`config.mk`:
```
export PLATFORM = sky130hd
export DESIGN_NAME = row_fetch_scheduler
export DESIGN_NICKNAME = d
export VERILOG_FILES = /design/src/rtl/rowfetch_pkg.sv /design/src/rtl/rowfetch_addr_gen.sv /design/src/rtl/row_fetch_scheduler.sv
export SDC_FILE = /design/constraint.sdc
export NUM_CORES = 1
export LEC_CHECK = 0
export ABC_AREA = 1
export CAP_MARGIN = 30
export CORE_AREA = 2 2 97 118
export CTS_CLUSTER_DIAMETER = 30
export DETAILED_ROUTE_END_ITERATION = 10
export DIE_AREA = 0 0 99 120
export GPL_ROUTABILITY_DRIVEN = 0
export GPL_TIMING_DRIVEN = 0
export PLACE_DENSITY = 0.85
export SYNTH_ARGS = -nofsm -noshare
export SYNTH_HDL_FRONTEND = slang
export SYNTH_HIERARCHICAL = 1
export SYNTH_SLANG_ARGS = --single-unit
```
`constraint.sdc`:
```
create_clock -name clk -period 3 [get_ports clk]
set_input_delay 0.6 -clock clk [delete_from_list [all_inputs] [get_ports clk]]
set_output_delay 0.6 -clock clk [all_outputs]
set_load 0.02 [all_outputs]
```
`src/rtl/rowfetch_pkg.sv`:
```
// Shared types and constants for the row fetch scheduler.
package rowfetch_pkg;

  localparam int unsigned IMG_HEIGHT     = 64;
  localparam int unsigned ROW_WORDS      = 32;
  localparam int unsigned BURST_LEN      = 8;
  localparam int unsigned ADDR_W         = 24;
  localparam int unsigned DATA_W         = 32;

  localparam int unsigned ROW_W          = $clog2(IMG_HEIGHT);
  localparam int unsigned WIDX_W         = $clog2(ROW_WORDS);
  localparam int unsigned BSH            = $clog2(BURST_LEN);
  localparam int unsigned BURSTS_PER_ROW = ROW_WORDS / BURST_LEN;
  localparam int unsigned BIDX_W         = (BURSTS_PER_ROW > 1) ? $clog2(BURSTS_PER_ROW) : 1;
  localparam int unsigned FRAME_WORDS    = IMG_HEIGHT * ROW_WORDS;

  typedef enum logic [2:0] {
    IDLE,
    RD_REQ,
    RD_DATA,
    DONE,
    WR_CMD
  } fetch_state_t;

  function automatic logic [ADDR_W-1:0] row_base(input logic [ROW_W-1:0] r);
    return ADDR_W'(r) * ADDR_W'(ROW_WORDS);
  endfunction

endpackage

```
`src/rtl/rowfetch_addr_gen.sv`:
```
// Registered SDRAM read address: bank base + row offset + burst offset.
module rowfetch_addr_gen
  import rowfetch_pkg::*;
(
  input  logic              clk,
  input  logic              nReset,
  input  logic [ROW_W-1:0]  cur_row,
  input  logic [BIDX_W-1:0] burst_idx,
  input  logic [ADDR_W-1:0] bank_base,
  output logic [ADDR_W-1:0] rd_addr
);

  always_ff @(posedge clk) begin
    if (!nReset) begin
      rd_addr <= '0;
    end else begin
      rd_addr <= bank_base + row_base(cur_row) + (ADDR_W'(burst_idx) << BSH);
    end
  end

endmodule

```
`src/rtl/row_fetch_scheduler.sv`:
```
// Row fetch scheduler: burst-reads display rows into the idle line-buffer half and
// shares the SDRAM command port with the loader. ROWFETCH_DBLFRAME_EN adds frame banking.
//
// state   | meaning
// IDLE    | wait for rowChange (priority) or loader wrReq
// RD_REQ  | present read burst command, wait for grant
// RD_DATA | write returning words into the idle buffer half
// DONE    | swap halves, count a late row event
// WR_CMD  | present one loader write command, wait for grant
module row_fetch_scheduler
  import rowfetch_pkg::*;
(
  input  logic              clk,
  input  logic              nReset,
  input  logic [ROW_W-1:0]  row,
  input  logic              rowChange,
  output logic              rowChangeAck,
  input  logic              index,
  output logic              memReq,
  output logic              memWe,
  output logic [ADDR_W-1:0] memAddr,
  input  logic              memGnt,
  input  logic              memRdValid,
  input  logic [DATA_W-1:0] memRdData,
  input  logic              wrReq,
  input  logic [ADDR_W-1:0] wrAddr,
  output logic              wrGnt,
  output logic              lbWe,
  output logic [WIDX_W:0]   lbAddr,
  output logic [DATA_W-1:0] lbData,
  output logic              bufSel,
  output logic [15:0]       rowMiss
`ifdef ROWFETCH_DBLFRAME_EN
  ,
  output logic              rdBank
`endif
);

  fetch_state_t      state, state_nxt;
  logic [ROW_W-1:0]  cur_row;
  logic [WIDX_W:0]   word_cnt;
  logic [ADDR_W-1:0] wr_addr_q;
  logic [ADDR_W-1:0] rd_addr;
  logic [ADDR_W-1:0] bank_base;
  logic              burst_end;
  logic              row_end;
  logic              handshake;

  assign burst_end = (word_cnt[BSH-1:0] == BSH'(BURST_LEN - 1));
  assign row_end   = (word_cnt == (WIDX_W + 1)'(ROW_WORDS - 1));
  assign handshake = memReq && memGnt;

  rowfetch_addr_gen u_addr_gen (
    .clk       (clk),
    .nReset    (nReset),
    .cur_row   (cur_row),
    .burst_idx (word_cnt[BSH +: BIDX_W]),
    .bank_base (bank_base),
    .rd_addr   (rd_addr)
  );

  always_ff @(posedge clk) begin
    if (!nReset) begin
      state <= IDLE;
    end else begin
      state <= state_nxt;
    end
  end

  always_comb begin
    state_nxt = state;
    unique case (state)
      IDLE: begin
        if (rowChange) begin
          state_nxt = RD_REQ;
        end else if (wrReq) begin
          state_nxt = WR_CMD;
        end
      end
      RD_REQ: begin
        if (handshake) state_nxt = RD_DATA;
      end
      RD_DATA: begin
        if (memRdValid && burst_end) state_nxt = row_end ? DONE : RD_REQ;
      end
      DONE: state_nxt = IDLE;
      WR_CMD: begin
        if (handshake) state_nxt = IDLE;
      end
      default: state_nxt = IDLE;
    endcase
  end

  // Read address is already registered in the generator and stays put while a
  // command is pending, so only the mux between read and loader address is needed.
  always_comb begin
    wrGnt   = (state == WR_CMD) && handshake;
    memAddr = memWe ? wr_addr_q : rd_addr;
  end

  always_ff @(posedge clk) begin
    if (!nReset) begin
      rowChangeAck <= 1'b0;
      cur_row      <= '0;
      wr_addr_q    <= '0;
      memReq       <= 1'b0;
      memWe        <= 1'b0;
      lbWe         <= 1'b0;
      lbAddr       <= '0;
      lbData       <= '0;
      word_cnt     <= '0;
      bufSel       <= 1'b0;
      rowMiss      <= '0;
    end else begin
      rowChangeAck <= (state == IDLE) && rowChange;
      if ((state == IDLE) && rowChange) cur_row <= row;
      if ((state == IDLE) && !rowChange && wrReq) wr_addr_q <= wrAddr;

      memReq <= ((state == RD_REQ) || (state == WR_CMD)) && !handshake;
      memWe  <= (state == WR_CMD) && !handshake;

      lbWe <= (state == RD_DATA) && memRdValid;
      if ((state == RD_DATA) && memRdValid) begin
        lbAddr   <= {~bufSel, word_cnt[WIDX_W-1:0]};
        lbData   <= memRdData;
        word_cnt <= word_cnt + (WIDX_W + 1)'(1);
      end else if (state == DONE) begin
        word_cnt <= '0;
      end

      if (state == DONE) begin
        bufSel <= ~bufSel;
        if (rowChange && (rowMiss != 16'hFFFF)) rowMiss <= rowMiss + 16'd1;
      end
    end
  end

`ifdef ROWFETCH_DBLFRAME_EN
  logic frame_start;

  // Bank only flips while parked in IDLE, so a row never straddles two frames.
  always_ff @(posedge clk) begin
    if (!nReset) begin
      frame_start <= 1'b0;
      rdBank      <= 1'b0;
    end else if ((state == IDLE) && frame_start) begin
      rdBank      <= ~rdBank;
      frame_start <= index;
    end else if (index) begin
      frame_start <= 1'b1;
    end
  end

  assign bank_base = rdBank ? ADDR_W'(FRAME_WORDS) : '0;
`else
  logic unused_index;
  assign unused_index = index;
  assign bank_base    = '0;
`endif

endmodule

```
==> results.toml <==
[grt]
antenna_found_initial = 0
grt_first_pass_wirelength_um = 25600
track_usage = 0.266
grt_start_max_net_pins = 17
gr-total-overflow = 0
grt_pass1_vias = 5726

[clock_network]
clockBufferDepth = 2
clockRootBuffer = "clkbuf_16"
hold_buffers = 0
post_cts_buffers = 0
cts_tree = "done"
cts.repair.resized = 0
numClockSinks = 122
cts_made_buffers = 17
clkTransAtPathRegs_ns = 0.05
h-tree-depth = 4
worstSkewPairLatency_ns = 0.41

[critical_path]
reg2regPathDepth = 6
worstReg2RegStart = "state[0]"
arrival_ns = 2.13
cp.required_ns = 2.40
r2r_setup_slack_ns = 1.39
critPathKind = "reg2out"
cp-end-kind = "primary output"
r2r_end = "cur_row[3]"
start_kind = "register"
cp_max_fo = 10

[sta]
rsz0062_at_grt = "no"
worst_slew_pin_slew_ns = 0.564
timing.fmax_ghz = 0.367
finalHoldViolCount = 0
setup_violations = 0
slew_violations = 0
period_needed_ns = 2.73
slew-limit-headroom = 0.624
setup_tns_ns = 0
post-route-period-util = 0.909
hold_slack_ns = 0.452
fin_skew_ns = 0.00906

[power_and_ir_drop]
clkPwrFrac = 0.359
power_frac_comb = 0.293
p_int_mw = 3.92
switching_share = 0.322
p_leak_nw = 3.68
p_per_area_nw_per_um2 = 713
peakVddDrop_v = 0.000543
seqPwrFrac = 0.348
switchingPower_mw = 1.87
p_total_mw = 5.79

[synthesis]
synth_cells = 825
synth.distinct_cells = 33
yosys_warnings = 6
syn-cell-area_um2 = 5620
synth_seq_area_share = 0.435
ys_seq_elements = 122
syn_avg_cell_area_um2 = 6.81

[layout]
area_growth_pct = 44.6
regArea_um2 = 2440
n_antenna_cell = 0
stdcell_count = 1200
layout.nets = 1136
fillers = 814
multi_input_comb_area_um2 = 2900
layout_commonest_cell = "nor2_1"
drive_gt1_frac = 0.0609
final_cell_mix = "nor2_1 (191), clkdlybuf4s50_1 (150), nand2_1 (136)"

[outcome]
run_status = "complete, no violations"

[floorplanning]
fp.dieH_um = 120
core.rowCount = 42
die_area_um2 = 11900
die_w_um = 99
start_util = 0.521
core_um2 = 10800
io_pins = 153

[detailed_routing]
via_count = 5811
drc = 0
routedWlPerCell_um = 12.7
finalWirelength_um = 15200
vias_per_cell = 4.84
first_pass_iters = 5
drt_iter0_drc = 294
final_antenna_net_count = 0

[hold_path]
holdPathStages = 2
hold_path.class = "reg2reg"
holdPathEnd = "wr_addr_q[7]"
hp-start = "wr_addr_q[7]"

[placement]
port_buffers = 150
hpwl_um = 11100
dp_cells = 1168

[job]
cap_viol_max_count = 0
==> state kept, by name, summed over array words and instances, names as in the netlist <==
name                cells
word_cnt                6
state                   3
cur_row                 6
wr_addr_q              24
rowMiss                16
lbData                 32
memReq                  1
bufSel                  1
u_addr_gen/rd_addr     24
lbWe                    1
memWe                   1
rowChangeAck            1
lbAddr                  6
==> stage by stage <==
stage | utilization | cell area, µm² | setup slack [ns]
6_report | 0.754 | 8120 | 0.272
5_1_grt | 0.754 | 8120 | 0.143
4_1_cts | 0.753 | 8120 | 0.119
3_5_place_dp | 0.697 | 7510 | 0.378
3_3_place_gp | 0.697 | 7510 | 0.394
2_1_floorplan | - | 5840 | 1.09
==> cells by family after synthesis <==
logic type	share of synthesized area
xor gates and xnor gates	0.00468
other	0.000668
buffers and inverters	0.0896
DFF	0.435
and+or+nand+nor	0.301
AOI/OAI and AO/OA	0.141
adders and majority gates	0.0281
==> how the worst max path moves through the flow <==
stage            endpoint  startpoint  cells after the start  slack, ns
2_1_floorplan       wrGnt      memGnt                      2       1.09
3_3_place_gp        wrGnt      memGnt                      4       0.39
3_5_place_dp        wrGnt      memGnt                      4       0.38
4_1_cts        memAddr[8]       memWe                      4       0.12
5_1_grt        memAddr[9]       memWe                      4       0.14
6_report       memAddr[8]       memWe                      4       0.27
==> area by class of cell <==
class,count,area share
buffer,31,0.0193
clock buffer,21,0.0567
clock inverter,11,0.0179
inverter,93,0.0430
multi-input combinational,640,0.357
sequential,122,0.301
tap,132,0.0203
timing repair buffer,150,0.185
==> synth_stat cells <==
cell | instances | share of area
nor2_1 | 191 | 0.13
nand2_1 | 136 | 0.091
dfxtp_1 | 122 | 0.43
inv_1 | 91 | 0.061
a21oi_1 | 76 | 0.068
o21ai_0 | 73 | 0.065
nand3_1 | 49 | 0.044
clkbuf_1 | 13 | 0.0087
buf_2 | 11 | 0.0098
ha_1 | 11 | 0.025
nor3_1 | 9 | 0.0080
nand2_2 | 6 | 0.0067
nand3b_1 | 4 | 0.0053
nor2_4 | 4 | 0.0080
o21ai_1 | 3 | 0.0027
xor2_1 | 3 | 0.0047
buf_1 | 2 | 0.0013
buf_4 | 2 | 0.0027
buf_6 | 2 | 0.0040
inv_2 | 2 | 0.0013
nand3_2 | 2 | 0.0036
nand4_1 | 2 | 0.0022
a21boi_2 | 1 | 0.0020
a31o_2 | 1 | 0.0016
a31oi_1 | 1 | 0.0011
and2_1 | 1 | 0.0011
clkbuf_2 | 1 | 0.00089
conb_1 | 1 | 0.00067
fa_1 | 1 | 0.0036
nor2_2 | 1 | 0.0011
nor4_1 | 1 | 0.0011
o21a_1 | 1 | 0.0013
or2_1 | 1 | 0.0011
==> worst max-delay path, stage by stage, from the launching register on <==
cell and delay [ns]:
dfxtp_1 0.40, clkbuf_1 0.34, clkbuf_2 0.31, a21oi_1 0.11
clkdlybuf4s50_1 0.57
==> power by group through the flow <==
stage / combinational [mW] / sequential (mW) / clock (mW)
floorplan: 0.849 / 2.17 / 0
global placement: 1.63 / 2.04 / 0
detailed placement: 1.65 / 2.04 / 0
CTS: 1.68 / 2.01 / 2.10
global route: 1.88 / 2.04 / 2.17
finish: 1.70 / 2.01 / 2.08
==> metal layers <==
layer  share of wire  GRT usage
met1            0.41      0.300
met2            0.50      0.467
met3           0.056     0.0670
met4           0.029      0.126
met5               0          0
Power figures use the tool's default switching activity.
